## config.mk

```make
export PLATFORM = sky130hd
export DESIGN_NAME = mrd_tlp_requester
export DESIGN_NICKNAME = d
export VERILOG_FILES = /design/src/rtl/mrd_tlp_requester.sv
export SDC_FILE = /design/constraint.sdc
export NUM_CORES = 1
export LEC_CHECK = 0
export BUFFER_PORTS_ARGS = -buffer_cell sky130_fd_sc_hd__buf_2
export CORE_UTILIZATION = 47
export DETAILED_ROUTE_END_ITERATION = 8
export GPL_ROUTABILITY_DRIVEN = 0
export PLACE_DENSITY = 0.86
export SLEW_MARGIN = 10
export SYNTH_ARGS = -nofsm -noshare
export SYNTH_HDL_FRONTEND = slang
export SYNTH_SLANG_ARGS = --single-unit
```

## constraint.sdc

```tcl
create_clock -name trn_clk -period 7.15 [get_ports trn_clk]
set_input_delay 0.3575 -clock trn_clk [delete_from_list [all_inputs] [get_ports trn_clk]]
set_output_delay 0.3575 -clock trn_clk [all_outputs]
set_load 0.02 [all_outputs]
```

## src/rtl/mrd_tlp_requester.sv

```systemverilog
// ============================================================================
// Module   : mrd_tlp_requester
// Brief    : Builds PCIe MRd request TLPs for a DMA engine and drives them on
//            the 64-bit TRN TX interface, limiting outstanding reads.
//            Optional: MRD_64BIT_ADDR_EN enables 4DW headers for addresses
//            above 4 GiB.
// Revision : 1.0 - initial release
// ============================================================================
`default_nettype none

module mrd_tlp_requester #(
  parameter int MAX_OUTSTANDING = 4,
  parameter int CNT_W           = 8
) (
  input  logic             trn_clk,
  input  logic             reset,
  input  logic [15:0]      cfg_completer_id,
  input  logic [7:0]       tag,
  output logic             consumed_tag,
  input  logic             tx_turn,
  output logic             tx_driven,
  input  logic             req_valid,
  input  logic [63:0]      req_addr,
  input  logic [9:0]       req_len_dw,
  output logic             req_ack,
  input  logic             cpl_done,
  output logic [CNT_W-1:0] outstanding,
  output logic [63:0]      trn_td,
  output logic [7:0]       trn_trem_n,
  output logic             trn_tsof_n,
  output logic             trn_teof_n,
  output logic             trn_tsrc_rdy_n,
  input  logic             trn_tdst_rdy_n,
  input  logic             trn_tbuf_av
);

  localparam logic [1:0] C_IDLE = 2'd0;
  localparam logic [1:0] C_HDR1 = 2'd1;
  localparam logic [1:0] C_HDR2 = 2'd2;

  localparam logic [CNT_W-1:0] C_MAX = CNT_W'(MAX_OUTSTANDING);
  localparam logic [CNT_W-1:0] C_ONE = {{(CNT_W-1){1'b0}}, 1'b1};

  logic [1:0]       r_state;
  logic [1:0]       w_next_state;
  logic [7:0]       r_tag;
  logic [29:0]      r_addr_lo;
  logic [9:0]       r_len;
  logic [CNT_W-1:0] r_outstanding;
  logic             r_consumed_tag;
  logic             r_req_ack;

  logic             w_start;
  logic             w_beat0_acc;
  logic             w_beat1_acc;
  logic             w_dec;
  logic [1:0]       w_fmt;
  logic [31:0]      w_dw0;
  logic [31:0]      w_dw1;
  logic [63:0]      w_beat1;
  logic [7:0]       w_trem1;
  logic             w_unused_addr;

  assign w_start     = (r_state == C_IDLE) && tx_turn && req_valid &&
                       (r_outstanding < C_MAX) && trn_tbuf_av;
  assign w_beat0_acc = (r_state == C_HDR1) && !trn_tdst_rdy_n;
  assign w_beat1_acc = (r_state == C_HDR2) && !trn_tdst_rdy_n;
  // A completion arriving with nothing in flight is stray and must not wrap.
  assign w_dec       = cpl_done && (r_outstanding != '0);

`ifdef MRD_64BIT_ADDR_EN
  logic        r_is4dw;
  logic [31:0] r_addr_hi;

  always_ff @(posedge trn_clk or posedge reset) begin
    if (reset) begin
      r_is4dw   <= 1'b0;
      r_addr_hi <= '0;
    end else if (w_start) begin
      r_is4dw   <= (req_addr[63:32] != 32'd0);
      r_addr_hi <= req_addr[63:32];
    end
  end

  assign w_fmt         = r_is4dw ? 2'b01 : 2'b00;
  assign w_beat1       = r_is4dw ? {r_addr_hi, r_addr_lo, 2'b00}
                                 : {r_addr_lo, 2'b00, 32'd0};
  assign w_trem1       = r_is4dw ? 8'h00 : 8'h0F;
  assign w_unused_addr = &{1'b0, req_addr[1:0]};
`else
  assign w_fmt         = 2'b00;
  assign w_beat1       = {r_addr_lo, 2'b00, 32'd0};
  assign w_trem1       = 8'h0F;
  assign w_unused_addr = &{1'b0, req_addr[63:32], req_addr[1:0]};
`endif

  assign w_dw0 = {1'b0, w_fmt, 5'b00000, 1'b0, 3'b000, 4'b0000,
                  1'b0, 1'b0, 2'b00, 2'b00, r_len};
  assign w_dw1 = {cfg_completer_id, r_tag,
                  (r_len == 10'd1) ? 4'h0 : 4'hF, 4'hF};

  always_ff @(posedge trn_clk or posedge reset) begin
    if (reset) begin
      r_state <= C_IDLE;
    end else begin
      r_state <= w_next_state;
    end
  end

  always_comb begin
    w_next_state = r_state;
    case (r_state)
      C_IDLE:  if (w_start)     w_next_state = C_HDR1;
      C_HDR1:  if (w_beat0_acc) w_next_state = C_HDR2;
      C_HDR2:  if (w_beat1_acc) w_next_state = C_IDLE;
      default:                  w_next_state = C_IDLE;
    endcase
  end

  // TX outputs decode straight from state so an async reset clears them at once.
  always_comb begin
    tx_driven      = 1'b0;
    trn_td         = 64'd0;
    trn_trem_n     = 8'hFF;
    trn_tsof_n     = 1'b1;
    trn_teof_n     = 1'b1;
    trn_tsrc_rdy_n = 1'b1;
    case (r_state)
      C_HDR1: begin
        tx_driven      = 1'b1;
        trn_td         = {w_dw0, w_dw1};
        trn_trem_n     = 8'h00;
        trn_tsof_n     = 1'b0;
        trn_tsrc_rdy_n = 1'b0;
      end
      C_HDR2: begin
        tx_driven      = 1'b1;
        trn_td         = w_beat1;
        trn_trem_n     = w_trem1;
        trn_teof_n     = 1'b0;
        trn_tsrc_rdy_n = 1'b0;
      end
      default: ;
    endcase
  end

  always_ff @(posedge trn_clk or posedge reset) begin
    if (reset) begin
      r_tag          <= '0;
      r_addr_lo      <= '0;
      r_len          <= '0;
      r_outstanding  <= '0;
      r_consumed_tag <= 1'b0;
      r_req_ack      <= 1'b0;
    end else begin
      if (w_start) begin
        r_tag     <= tag;
        r_addr_lo <= req_addr[31:2];
        r_len     <= req_len_dw;
      end
      r_consumed_tag <= w_beat0_acc;
      r_req_ack      <= w_beat1_acc;
      case ({w_beat0_acc, w_dec})
        2'b10:   r_outstanding <= r_outstanding + C_ONE;
        2'b01:   r_outstanding <= r_outstanding - C_ONE;
        default: r_outstanding <= r_outstanding;
      endcase
    end
  end

  assign consumed_tag = r_consumed_tag;
  assign req_ack      = r_req_ack;
  assign outstanding  = r_outstanding;

endmodule

`default_nettype wire

```

[Word level (Yosys, flattened, before mapping)]
Index checks and enable logic that the tools add are counted.
Word-level totals
  register bits after elaboration: 60
Operators by class
  eq/ne operators: 8
  reduce and logical (&&, ||, !) cells: 13
  multiplexer cells: 12
  add/sub/neg operators: 2
  $lt $le $gt $ge: 1
Operator list (number)
  64-bit one-hot mux with 2 select lines: 1
  8-bit one-hot mux with 2 select lines: 2
  10-bit by 1-bit equality test with 1-bit output, second input constant: 1
  8-bit by 1-bit adder with 8-bit output, second input constant: 1
  8-bit by 3-bit < comparator with 1-bit output, second input constant: 1
  8-bit nonzero test: 1
  8-bit by 1-bit subtractor with 8-bit output, second input constant: 1
  1-bit logical AND: 7
  2-bit 2-to-1 mux: 3
  2-bit inequality test, second input constant: 3
  2-bit one-hot mux with 3 select lines: 1
  2-bit by 1-bit equality test with 1-bit output, second input constant: 2
  2-bit equality test, second input constant: 2
  1-bit 2-to-1 mux: 4
  4-bit 2-to-1 mux: 1
  3-bit AND reduction: 1
  2-bit zero test: 1
  2-bit nonzero test: 1
  2-bit OR reduction: 1
  1-bit zero test: 1

[Depth between registers and ports, before layout]
  depth in word-level cells: 7
  gate-level depth with buffers: 12
  gate-level depth less buffers: 11

[Worst setup path before layout]
No wires, ideal clock.
  kind: register -> register
  start: register r_outstanding[4] (netlist: outstanding[4])
  end: register r_outstanding[7] (netlist: outstanding[7])
  path slack: 4344 ps
  path buffers: 0
  arrival time: 2726 ps
  stages on the path, launching flop included: 11
  path through: dfrtp_1 -> nor4_1 -> nand2_1 -> o31a_1 -> ha_1 -> ha_1 -> and3_1 -> a2111oi_4 -> nor4_1 -> a311oi_2 -> xnor2_1
On the way
  longest elaborated chain between the ends: 4
  elaborated cells on any way between the ends: 8
  classes of those cells: add/sub (2); eq/ne (2); mux (1); reduce/logical (3)
Ends and longest elaborated chain
  from (decl): line 49  | logic [CNT_W-1:0] r_outstanding;
  from (signal assigned): line 164  | 2'b10: r_outstanding <= r_outstanding + C_ONE;
  from (signal assigned): line 165  | 2'b01: r_outstanding <= r_outstanding - C_ONE;
  from (signal assigned): line 166  | default: r_outstanding <= r_outstanding;
  parallel branches: the longest is 4 deep, another holds 8-bit by 1-bit subtractor with 8-bit output
Parallel ways; which one is timed is not known.
A chain may end at the register's enable or synchronous reset.

[Worst setup path after layout]
  start: register r_state[1]
  end: register r_outstanding[7] (netlist: outstanding[7])
On the way
  longest elaborated chain between the ends: 4
  elaborated cells on any way between the ends: 6
  classes of those cells: eq/ne (3); mux (1); reduce/logical (2)
Ends and longest elaborated chain
  from (decl): line 44  | logic [1:0] r_state;
  from (signal assigned): line 106  | r_state <= w_next_state;
  2-bit by 1-bit equality test with 1-bit output (*): line 66  | assign w_beat0_acc = (r_state == C_HDR1) && !trn_tdst_rdy_n;
  1-bit logical AND (*): line 66
  2-bit by 1-bit equality test with 1-bit output or 2-bit equality test (tied branches): line 163  | case ({w_beat0_acc, w_dec})
  8-bit one-hot mux with 2 select lines or 2-bit nonzero test (tied branches)
Every way passes the cells marked *; elsewhere a longest branch is shown, timed or not.

==> key figures <==
Min path
  – Hold crit path type: primary input to async pin

Timing
  – Min Hold Slack: 0.236 ns
  – Final period util: 47.2%
  – Post-route minimum period: 3.38 ns
  – Relative slew slack: 49.3%
  – Clock Skews: 0.00993 ns
  – Final Max Tran Viols: 0
  – Final setup fails: 0
  – Hold Violations, Final: 0
  – Measured slew at the worst slew-check pin: 0.760 ns
  – Max frequency: 0.296 GHz
  – Unrepaired setup endpoints after global routing: false
  – Final TNS setup: 0 ns

Placement
  – Final HPWL DP: around 5500 µm
  – Port bufs: 156
  – Inst Count DP: 481

Synth
  – Yosys reg bits: 60
  – Complex-gate fraction of the synthesized area: 7.86%
  – Synth top area cells: dfrtp_1, mux2_2, and2_1
  – Post-synth EDFFs: 0
  – Synth Area in XOR/XNOR: 1.37%
  – Cells after Synth: around 280
  – Area leader, netlist: dfrtp_1
  – Post-synth cell types: 39
  – Async SR Flop Fraction: 100%
  – Syn_nets: 392
  – Synth Area in Simple Gates: 13.7%
  – Synth warnings: 0
  – Post-synth top flop: dfrtp_1
  – Cell area after synthesis: 3190 µm²
  – Largest family of logic cells by synthesized area: multiplexers
  – Post-synth top area share: 47.1%
  – Post-synthesis mux area share: about 18%
  – Post-synthesis sequential area ratio: 47.1%
  – Top-count cell post-synth: dfrtp_1
  – Synth Area per Inst: 11.6 µm²
  – Post-synthesis adder-cell area fraction: between 4 and 5%
  – List of most frequent post-synthesis cells: dfrtp_1, mux2_2, and2_1

Finish
  – Share of cells above drive strength 1: 54.3%
  – Layout area overhead: 30.0%
  – Antenna diodes: 0
  – Post-Route Utilization: 64.1%
  – Fin nets: 532
  – FILL cells: about 530
  – Post-Layout Cell Count: between 400 and 500

Floorplanning
  – Number of placed I/O pins: 191
  – # rows: 29
  – Die Span X: 84.3 µm
  – Die ar.: around 7100 µm²
  – Initial Util: roughly 50%
  – Core area: 6460 µm²
  – Die span in y: 84.3 µm

Power
  – Final Power: roughly 1.4 mW
  – VDD IR max: 0.000205 V
  – PD cells: approximately 340 nW/µm²
  – Leakage: 2.36 nW

Clock network
  – Hold_buf cts: 0
  – Skew-Pair Late Insertion Delay: ~0.32 ns
  – CTS clock-pin slew for the worst setup and hold paths: 0.07 ns
  – Clock sinks: 60
  – H-tree depth: 3
  – CTS tree: built
  – Setup repair bufs after CTS: 0
  – CTS Buf Count: 9
  – Cts repair resizes: 0
  – Worst-case clock buffer depth: 2
  – Root buf cell: clkbuf_8

Critical path
  – Setup CP Type: register to register
  – Worst setup SP type: register
  – Req. time, crit path: 7.39 ns
  – Arrival @ worst endpoint: 3.61 ns
  – CP max FO: 29
  – CP Capture Type: register

Global route
  – Largest net degree at the start of global routing: 61
  – Global router's overall resource usage: 21.9%
  – First-pass GRT wire length: 12200 µm
  – Remaining Overflow, GRT: 0
  – Vias in the first global route: around 2600
  – Initial antenna violation count: 0

Drt
  – DR vias: 2599
  – Antenna Nets Post-Route: 0
  – Initial DRC count: 123
  – Routed wire per std cell: 14.9 µm
  – Vias per cell: 5.23
  – DRT Pass-1 Iters: 6
  – WL final: 7400 µm
  – Post-route DRC: 15

Status
  – Status: finished, violations left
  – Failing checks: design-rule violations

Flow run
  – Max Cap Viol: 0
-- routing by layer --
layer | track usage, % | up-vias | wire length (µm)
li1 | - | 1225 | -
met1 | 26.2 | 1256 | 3000
met2 | 38.7 | 108 | 3830
met3 | 3.74 | 10 | 415
met4 | 9.87 | 0 | 156
met5 | 0 | - | 0
-- where the power goes --
part / total, mW / internal (mW) / switching [mW] / leakage, nW
Combinational: 0.544 / 0.237 / 0.308 / 1.45
Sequential: 0.527 / 0.454 / 0.0729 / 0.792
Clock: 0.355 / 0.225 / 0.130 / 0.116
Total: 1.43 / 0.916 / 0.510 / 2.36
-- critical path: stages, from the launching register on --
cell	delay, ns
dfrtp_1	0.40
inv_1	0.10
ha_1	0.59
nand2b_1	0.22
ha_1	0.37
ha_1	0.37
and3_1	0.23
a2111oi_4	0.44
nor4_1	0.13
a311oi_2	0.28
xnor2_1	0.17
-- layout make-up --
type / count / area [µm²] / share of cell area (%)
multi-input cells: 174 / 1470 / 35.4
inverters: 12 / 45.0 / 1.09
clock inverters: 3 / 67.6 / 1.63
clock buffers: 13 / 169 / 4.08
flip-flops and latches: 60 / 1500 / 36.3
repair buffers: 158 / 796 / 19.2
well taps: 77 / 96.3 / 2.33
-- sequential cells by signal, summed over array words and instances, names as in the netlist --
| register | count |
|---|---|
| r_state | 2 |
| r_tag | 8 |
| outstanding | 8 |
| r_len | 10 |
| req_ack | 1 |
| consumed_tag | 1 |
| r_addr_lo | 30 |
-- per-stage QoR --
step	setup WS, ns	instance area [µm²]
after floorplan	4.34	3190
after global placement	3.93	3910
after detailed placement	3.81	3910
after CTS	3.77	4140
after global routing	3.51	4140
final	3.77	4140
-- cell families (layout without fill, tap and decap cells) --
kind of cell / Yosys count / after routing
AO/OA/AOI/OAI: 32 / 32
XOR/XNOR: 5 / 5
adder cells (fa/ha/maj): 12 / 12
buffers and inverters: 41 / 186
flip-flops: 60 / 60
multiplexers: 51 / 51
AND/OR/NAND/NOR: 74 / 74
-- worst paths after layout --
check | from | to | slack, ns | cells after the start
max | r_state[1] | outstanding[7] | 3.77 | 10
min | reset | r_addr_lo[15] | 0.24 | 3
max reg2reg | r_state[1] | outstanding[7] | 3.77 | 10
min reg2reg | r_tag[0] | r_tag[0] | 0.50 | 1
max in group asynchronous | reset | outstanding[4] | 6.40 | 3
min in group trn_clk | trn_tdst_rdy_n | req_ack | 0.24 | 2
-- cells in the final DEF (no fill, tap or decap), types with 3 or more instances in the layout --
cell / count
a22o_1: 8
ha_1: 11
o21ai_0: 7
mux2_2: 48
clkbuf_8: 12
nor4_1: 3
nor2_1: 8
dfrtp_1: 60
and3_1: 23
a21oi_1: 5
xor2_1: 3
and2_1: 26
inv_1: 11
nand2_1: 6
buf_2: 156
Power figures use the tool's default switching activity.
